==> src/rtl/mux_select_sequencer_if.sv <==
// Handshake/status bundle between the mux select sequencer and its controller.
interface mux_select_sequencer_if #(
    parameter int DWELL_W = 4
);
    logic               start;
    logic               stop;
    logic [3:0]         ch_en;
    logic [DWELL_W-1:0] dwell;
    logic               cont;
    logic               hold;
    logic               s1;
    logic               s0;
    logic               slot_valid;
    logic               slot_first;
    logic               frame_done;
    logic               busy;

    modport slave (
        input  start, stop, ch_en, dwell, cont, hold,
        output s1, s0, slot_valid, slot_first, frame_done, busy
    );

    modport master (
        output start, stop, ch_en, dwell, cont, hold,
        input  s1, s0, slot_valid, slot_first, frame_done, busy
    );
endinterface

==> src/rtl/mux_select_sequencer.sv <==
// Time-division scanner driving the 4:1 mux select lines.
//
//   state  | meaning
//   -------+-----------------------------------------------------------
//   S_IDLE | select parked at 0, waiting for start with a non-zero mask
//   S_RUN  | stepping through enabled channels, dwell_q+1 cycles each
module mux_select_sequencer #(
    parameter int DWELL_W = 4
) (
    input  logic                    clk,
    input  logic                    rst,
    mux_select_sequencer_if.slave   bus
);
    typedef enum logic {S_IDLE, S_RUN} state_t;

    state_t             r_state;
    logic [1:0]         r_sel;
    logic [DWELL_W-1:0] r_cnt;
    logic [3:0]         r_en_q;
    logic [DWELL_W-1:0] r_dwell_q;
    logic               r_cont_q;
    logic               r_slot_valid;
    logic               r_slot_first;
    logic               r_frame_done;
    logic               r_busy;

    logic               w_has_next;
    logic [1:0]         w_next_sel;
    logic [1:0]         w_start_sel;
    logic [1:0]         w_wrap_sel;

    function automatic logic [1:0] lowest_set(input logic [3:0] mask);
        logic [1:0] idx;
        idx = 2'd0;
        for (int i = 3; i >= 0; i--) begin
            if (mask[i]) idx = 2'(i);
        end
        return idx;
    endfunction

    assign w_start_sel = lowest_set(bus.ch_en);
    assign w_wrap_sel  = lowest_set(r_en_q);

    // Nearest enabled channel above the current one; descending scan so the closest wins.
    always_comb begin
        w_has_next = 1'b0;
        w_next_sel = r_sel;
        for (int i = 3; i >= 0; i--) begin
            if (i > int'(r_sel) && r_en_q[i]) begin
                w_has_next = 1'b1;
                w_next_sel = 2'(i);
            end
        end
    end

    // Sequencer FSM with all status outputs registered alongside the state.
    always_ff @(posedge clk or posedge rst) begin
        if (rst) begin
            r_state      <= S_IDLE;
            r_sel        <= 2'd0;
            r_cnt        <= '0;
            r_en_q       <= 4'd0;
            r_dwell_q    <= '0;
            r_cont_q     <= 1'b0;
            r_slot_valid <= 1'b0;
            r_slot_first <= 1'b0;
            r_frame_done <= 1'b0;
            r_busy       <= 1'b0;
        end else begin
            r_slot_first <= 1'b0;
            r_frame_done <= 1'b0;
            case (r_state)
                S_IDLE: begin
                    if (bus.start && (bus.ch_en != 4'd0)) begin
                        r_state      <= S_RUN;
                        r_en_q       <= bus.ch_en;
                        r_dwell_q    <= bus.dwell;
                        r_cont_q     <= bus.cont;
                        r_sel        <= w_start_sel;
                        r_cnt        <= '0;
                        r_slot_valid <= 1'b1;
                        r_slot_first <= 1'b1;
                        r_busy       <= 1'b1;
                    end
                end
                S_RUN: begin
                    if (bus.stop) r_cont_q <= 1'b0;
                    if (!bus.hold) begin
                        if (r_cnt != r_dwell_q) begin
                            r_cnt <= r_cnt + DWELL_W'(1);
                        end else begin
                            r_cnt <= '0;
                            if (w_has_next) begin
                                r_sel        <= w_next_sel;
                                r_slot_first <= 1'b1;
                            end else begin
                                r_frame_done <= 1'b1;
                                // A stop seen on the final cycle still ends the scan here.
                                if (r_cont_q && !bus.stop) begin
                                    r_sel        <= w_wrap_sel;
                                    r_slot_first <= 1'b1;
                                end else begin
                                    r_state      <= S_IDLE;
                                    r_sel        <= 2'd0;
                                    r_slot_valid <= 1'b0;
                                    r_busy       <= 1'b0;
                                end
                            end
                        end
                    end
                end
                default: begin
                    r_state      <= S_IDLE;
                    r_sel        <= 2'd0;
                    r_cnt        <= '0;
                    r_slot_valid <= 1'b0;
                    r_busy       <= 1'b0;
                end
            endcase
        end
    end

    assign bus.s1         = r_sel[1];
    assign bus.s0         = r_sel[0];
    assign bus.slot_valid = r_slot_valid;
    assign bus.slot_first = r_slot_first;
    assign bus.frame_done = r_frame_done;
    assign bus.busy       = r_busy;
endmodule

==> src/flat_wrapper.sv <==
// flat-port wrapper written by rule: the top's interface ports become plain ports
module mux_select_sequencer_flat 
#(
    parameter int DWELL_W = 4
)
  (clk, rst, bus_start, bus_stop, bus_ch_en, bus_dwell, bus_cont, bus_hold, bus_s1, bus_s0, bus_slot_valid, bus_slot_first, bus_frame_done, bus_busy);
  mux_select_sequencer_if #(.DWELL_W(DWELL_W)) bus_i ();
  input  logic clk;
  input  logic rst;
  input wire logic [$bits(bus_i.start)-1:0] bus_start;
  input wire logic [$bits(bus_i.stop)-1:0] bus_stop;
  input wire logic [$bits(bus_i.ch_en)-1:0] bus_ch_en;
  input wire logic [$bits(bus_i.dwell)-1:0] bus_dwell;
  input wire logic [$bits(bus_i.cont)-1:0] bus_cont;
  input wire logic [$bits(bus_i.hold)-1:0] bus_hold;
  output wire logic [$bits(bus_i.s1)-1:0] bus_s1;
  output wire logic [$bits(bus_i.s0)-1:0] bus_s0;
  output wire logic [$bits(bus_i.slot_valid)-1:0] bus_slot_valid;
  output wire logic [$bits(bus_i.slot_first)-1:0] bus_slot_first;
  output wire logic [$bits(bus_i.frame_done)-1:0] bus_frame_done;
  output wire logic [$bits(bus_i.busy)-1:0] bus_busy;
  assign bus_i.start = bus_start;
  assign bus_i.stop = bus_stop;
  assign bus_i.ch_en = bus_ch_en;
  assign bus_i.dwell = bus_dwell;
  assign bus_i.cont = bus_cont;
  assign bus_i.hold = bus_hold;
  assign bus_s1 = bus_i.s1;
  assign bus_s0 = bus_i.s0;
  assign bus_slot_valid = bus_i.slot_valid;
  assign bus_slot_first = bus_i.slot_first;
  assign bus_frame_done = bus_i.frame_done;
  assign bus_busy = bus_i.busy;
  mux_select_sequencer #(.DWELL_W(DWELL_W)) u_core (.clk(clk), .rst(rst), .bus(bus_i));
endmodule
==> config.mk <==
export PLATFORM = sky130hd
export DESIGN_NAME = mux_select_sequencer_flat
export DESIGN_NICKNAME = d
export VERILOG_FILES = /design/src/rtl/mux_select_sequencer_if.sv /design/src/rtl/mux_select_sequencer.sv /design/src/flat_wrapper.sv
export SDC_FILE = /design/constraint.sdc
export NUM_CORES = 1
export LEC_CHECK = 0
export BUFFER_PORTS_ARGS = -buffer_cell sky130_fd_sc_hd__buf_2
export CAP_MARGIN = 40
export CORE_AREA = 4 4 49 51
export CTS_CLUSTER_SIZE = 10
export DETAILED_ROUTE_END_ITERATION = 10
export DIE_AREA = 0 0 53 55
export MAX_ROUTING_LAYER = met4
export PLACE_DENSITY = 0.76
export RECOVER_POWER = 100
export SYNTH_ARGS = -nofsm -noshare
export SYNTH_HDL_FRONTEND = slang
export SYNTH_SLANG_ARGS = --single-unit
==> constraint.sdc <==
create_clock -name clk -period 1.61 [get_ports clk]
set_input_delay 0.0805 -clock clk [delete_from_list [all_inputs] [get_ports clk]]
set_output_delay 0.0805 -clock clk [all_outputs]
set_load 0.02 [all_outputs]
======== Word level (Yosys, flattened, before mapping) ========
Index checks and enable logic that the tools add are counted.
W data, S select, Z words.
cells by class
  equal/unequal tests ..................... 8
  muxes and demuxes ....................... 46
  reduce and logical (&&, ||, !) cells .... 12
  add/subtract/negate cells ............... 1
  divide/modulo/power cells ............... 0
  $lt $le $gt $ge ......................... 3
  shifts and indexed selects .............. 0
  bitwise operators ....................... 1
  multiply operators ...................... 0
operators by type and width
  operator               number
  $mux W2                16
  $mux W1                21
  $mux W4                3
  $ne A2 B2 Y1 const B   5
  $pmux W1 S2            4
  $pmux W4 S2            1
  $reduce_and A2 Y1      3
  $logic_and A1 B1 Y1    5
  $ne A5 B5 Y1 const B   1
  $reduce_and A5 Y1      1
  $add A4 B1 Y4 const B  1
  $gt A2 B2 Y1 const A   2
  $ne A4 B4 Y1           1
  $pmux W2 S2            1
  $reduce_and A4 Y1      1
  $reduce_bool A4 Y1     1
  $gt A1 B2 Y1 const A   1
  $ne A2 B1 Y1 const B   1
  $logic_not A1 Y1       1
  $not A1 Y1             1
word-level totals
  bits in latches ......................... 0
  output and inout port bits .............. 6
  memories ................................ 0
  bits in registers ....................... 19
  ROM bits ................................ 0
  RAM bits ................................ 0

======== Longest topological paths before layout ========
  depth in word-level cells ............... 9
  gate-level depth with buffers ........... 5

======== Worst setup path before layout ========
OpenSTA, ideal clock, no wires.
  path type ............................... flip-flop to flip-flop
  start ................................... register u_core.r_sel[1]
  end ..................................... register u_core.r_sel[0]
  path slack .............................. 0.237 ns
  stages on the path, launching flop included .. 5
  setup time .............................. 0.082 ns
  buffers on the path ..................... 0
  arrival ................................. 1.291 ns
  clock period less this slack ............ 1.373 ns
  cell sequence ........................... dfrtp_1 > nor2b_1 > a211oi_1 > o21ai_0 > a31oi_1
on the way
  word-level cells in the longest chain between the ends .. 9
  elaborated cells on any way between the ends .. 17
  those cells by class .................... 3 x order compare; 1 x eq/ne; 9 x mux; 4 x reduce/logical
ends and longest elaborated chain
  what                      RTL line                     source
  start: declaration        mux_select_sequencer.sv:17   logic [1:0] r_sel;
  start signal: assignment  mux_select_sequencer.sv:79   r_sel <= w_start_sel;
  start signal: assignment  mux_select_sequencer.sv:94   r_sel <= w_next_sel;
  start signal: assignment  mux_select_sequencer.sv:100  r_sel <= w_wrap_sel;
  $gt A2 B2 Y1              mux_select_sequencer.sv:49   if (i > int'(r_sel) && r_en_q[i]) begin
  $logic_and A1 B1 Y1       mux_select_sequencer.sv:49
  $mux W1 (3 in series)     mux_select_sequencer.sv:49
  $mux W2                   mux_select_sequencer.sv:93   if (w_has_next) begin
  $mux W2                   mux_select_sequencer.sv:89   if (r_cnt != r_dwell_q) begin
  $mux W2                   mux_select_sequencer.sv:88   if (!bus.hold) begin
  $pmux W2 S2               mux_select_sequencer.sv:72   case (r_state)
Several ways; a longest one is shown, not always the timed one. The select of a mux whose other input is x is not followed.
A chain may end at the register's enable or synchronous reset.

======== Final worst setup path ========
  start ................................... register u_core.r_sel[0]
  end ..................................... register u_core.r_state
on the way
  word-level cells in the longest chain between the ends .. 9
  elaborated cells on any way between the ends .. 13
  those cells by class .................... 3 x order compare; 7 x mux; 3 x reduce/logical
ends and longest elaborated chain
  what                    RTL line                     source
  $gt A2 B2 Y1            mux_select_sequencer.sv:49
  $logic_and A1 B1 Y1     mux_select_sequencer.sv:49
  $mux W1 (2 in series)   mux_select_sequencer.sv:49
  $mux W1 *               mux_select_sequencer.sv:49
  $mux W1 *               mux_select_sequencer.sv:93
  $mux W1 *               mux_select_sequencer.sv:89
  $mux W1 *               mux_select_sequencer.sv:88
  $pmux W1 S2 *           mux_select_sequencer.sv:72
  end signal: assignment  mux_select_sequencer.sv:75   r_state <= S_RUN;
  end signal: assignment  mux_select_sequencer.sv:103  r_state <= S_IDLE;
  end signal: assignment  mux_select_sequencer.sv:113  r_state <= S_IDLE;
  end: declaration        mux_select_sequencer.sv:16   state_t r_state;
Every way passes the cells marked *; elsewhere a longest branch is shown, timed or not.

==> impl_results.md <==
- Detailed Route Iter0 Violations: 24
- Setup WS post-layout: 0.104 ns
- CTS resizes: 0
- Chip height: 55 um
- Reg-to-reg startpoint: u_core.r_sel[0]
- Max-Slew Margin vs Limit: 0.498
- Worst Clk Skew: 0.00895 ns
- Ys flop type: dfrtp_1
- Slowest Stage Delay on Critical Path: 0.44 ns
- Most frequent cells after synthesis: 19 x dfrtp_1, 8 x nor2_1, 6 x mux2_4, 6 x nand2_1
- Max Transition Viols Final: 0
- Largest net degree at the start of global routing: 20
- Maxcap violations: 0
- Most common cell in the netlist: dfrtp_1
- Area Growth Syn to Fin: 11.7%
- Placed Cells: 138
- Worst Hold End: u_core.r_dwell_q[3]
- Total grt overflow: 0
- H-tree levels: 1
- Sequential fraction of the synthesis area: 0.463
- Synth Cell Area: 1030 um^2
- Endpoints failing hold: 0
- Ranking of synthesized cells by area: dfrtp_1 46%, mux2_4 8.8%, xnor2_1 3.4%, nor2_1 2.9%, o41ai_4 2.7%
- Vias in the first global route: 740
- Share of layout cells above drive strength 1: 0.207
- Initial Util: 0.528
- Core ar.: 1940 um^2
- Vias: 797
- Fillcell total: 188
- WL per Instance: 15.0 um
- # setup viols final: 0
- HP Class: input pin to flop
- Antenna Violating Nets Remaining: 0
- Die W: 53 um
- Antenna cells: 0
- Post-CTS Setup Repair Bufs: 0
- Layout Cells excl Fill: 143
- Syn nets: 109
- Port bufs: 19
- Gp weighted congestion: 0.851
- Detailed Place HPWL: 1.63 mm
- Top cell type's share of synthesized area: 0.463
- DRC errors left: 0
- Worst vdd ir: 0.000908 V
- Hold Path Depth: 2
- CTS root buffer: clkbuf_4
- Yosys reg bits: 19
- Fin util: 0.590
- Element type at the critical path end: flop
- Tcrit/Tclk final: 0.936
- Max FO, Critical Path: 4
- Cts hold-fix bufs: 1
- First-pass GRT wire length: 3.51 mm
- Tot GR Track Use: 0.172
- CP required: 1.83 ns
- Mean number of vias per cell: 5.57
- CTS Sinks: 19
- Reg2reg setup slack: 0.10 ns
- WHS: 0.00436 ns
- Status: finished clean
- Post-synthesis area per instance: 10.9 um^2
- Dpl ws: 0.106 ns
- Area leader, netlist: dfrtp_1
- Die ar.: 2920 um^2
- Final Cell Area: 1150 um^2
- Static leakage: 0.501 nW
- Crit Path Category: flop to flop
- FMAX: 664 MHz
- Drt total wl: 2.14 mm
- Post-route total power: 2.09 mW
- Clk slew on worst S/H paths: 0.12 ns
- Asr flop ratio synth: 1.00
- Nets@finish: 132
- Synth Instances: 94
- Critical path cell sequence: nand2b_1 -> a211oi_1 -> clkbuf_1 -> nor2_1 -> a32oi_1
- Crit path launch type: flop
- Yosys warning count: 0
- Num rows: 16
- CTS tree: built
- CTS max path bufs: 2
- Reg2Reg Depth: 5
- Total negative setup slack: 0 ns
- DRT Pass-1 Iters: 4
- RSZ-0062 raised after global routing: no
- Initial antenna violation count: 0
- Min Tclk post-route: 1.51 ns
- Placement-stage cell area: 1140 um^2
- Hold Startpoint: bus_dwell[3]
- Critical-path top delay cell: dfrtp_1
- Clock Latency Late Sink: 0.30 ns
- R2R Path End: u_core.r_state
- Worst-Margin Slew: 0.752 ns
- EDFF count, synth: 0
- Worst EP arrival: 1.73 ns
- Yosys cell types: 36
- Pwr dens: 1830 nW/um^2
- I/O pins: 20
- CTS Buf Count: 3
[cell usage in the layout, fill, tap and decap left out, drive strengths merged]
| cell | synthesis | layout |
|---|---|---|
| o31ai | 1 | 1 |
| dfrtp | 19 | 19 |
| o41ai | 2 | 2 |
| nor4 | 1 | 1 |
| nor2 | 9 | 9 |
| xor2 | 2 | 2 |
| mux2 | 7 | 7 |
| or2b | 1 | 1 |
| inv | 4 | 4 |
| and4 | 1 | 1 |
| dlygate4sd3 | 0 | 1 |
| buf | 3 | 14 |
| and2 | 1 | 1 |
| o32ai | 1 | 1 |
| nand3 | 2 | 2 |
| a31oi | 2 | 2 |
| nor2b | 4 | 4 |
| xnor2 | 4 | 4 |
| a32oi | 1 | 1 |
| ha | 1 | 1 |
| nand2b | 4 | 4 |
| nor3 | 1 | 1 |
| a211oi | 5 | 5 |
| clkinv | 0 | 1 |
| mux2i | 1 | 1 |
| a21oi | 1 | 1 |
| nand4 | 2 | 2 |
| clkbuf | 1 | 10 |
| nand2 | 6 | 6 |
| o21ai | 7 | 7 |
[power by group]
group	total (mW)	internal (mW)	switching, mW
registers	0.899	0.690	0.209
clock network	0.243	0.0925	0.150
logic	0.951	0.406	0.545
[worst max-delay path, delay by kind of cell (launching register included)]
family          cells  cell delay, ns
flops               1            0.44
compound gates      2            0.47
buf+inv             1            0.22
simple gates        2            0.30
[per-layer routing]
layer | vias up | global-route usage | routed length (um)
li1 | 379 | - | -
met1 | 383 | 0.229 | 984
met2 | 29 | 0.262 | 1000
met3 | 6 | 0.0268 | 116
met4 | 0 | 0.0723 | 36
met5 | - | - | 0
[sequential cells by signal, indices dropped and copies added, names as in the netlist]
| register | flops |
|---|---|
| u_core.r_cont_q | 1 |
| u_core.r_en_q | 4 |
| u_core.bus.busy | 1 |
| u_core.r_cnt | 4 |
| u_core.r_dwell_q | 4 |
| u_core.bus.slot_first | 1 |
| u_core.r_state | 1 |
| u_core.bus.frame_done | 1 |
| u_core.r_sel | 2 |
[cell families (layout without fill, tap and decap cells)]
| logic type | after synthesis | count (layout) | share of synthesized area |
|---|---|---|---|
| simple gates | 32 | 32 | 0.162 |
| compound gates | 20 | 20 | 0.161 |
| flops | 19 | 19 | 0.463 |
| mux | 8 | 8 | 0.109 |
| buf+inv | 8 | 30 | 0.0415 |
| xor+xnor | 6 | 6 | 0.0512 |
| fa+ha+maj | 1 | 1 | 0.0122 |
[how the worst max path moves through the flow]
stage | start | to | slack, ns | depth (start not counted)
final | u_core.r_sel[0] | u_core.r_state | 0.10 | 5
after global routing | u_core.r_cnt[0] | u_core.r_sel[1] | 0.01 | 4
after CTS | u_core.r_state | u_core.r_dwell_q[1] | 0.09 | 2
after detailed placement | u_core.r_state | u_core.r_dwell_q[1] | 0.11 | 2
after global placement | u_core.r_state | u_core.r_dwell_q[1] | 0.15 | 2
after floorplan | u_core.r_sel[1] | u_core.r_sel[0] | 0.24 | 4
[layout make-up]
class                      count  area, um^2  share of cell area
clock buffer                   3        22.5              0.0197
clock inverter                 1        5.00             0.00437
inverter                       4        15.0              0.0131
multi-input combinational     67         485               0.424
sequential                    19         475               0.415
tap                           27        33.8              0.0295
timing repair buffer          22         109              0.0950
No activity file was read; power rests on OpenSTA's default activity.
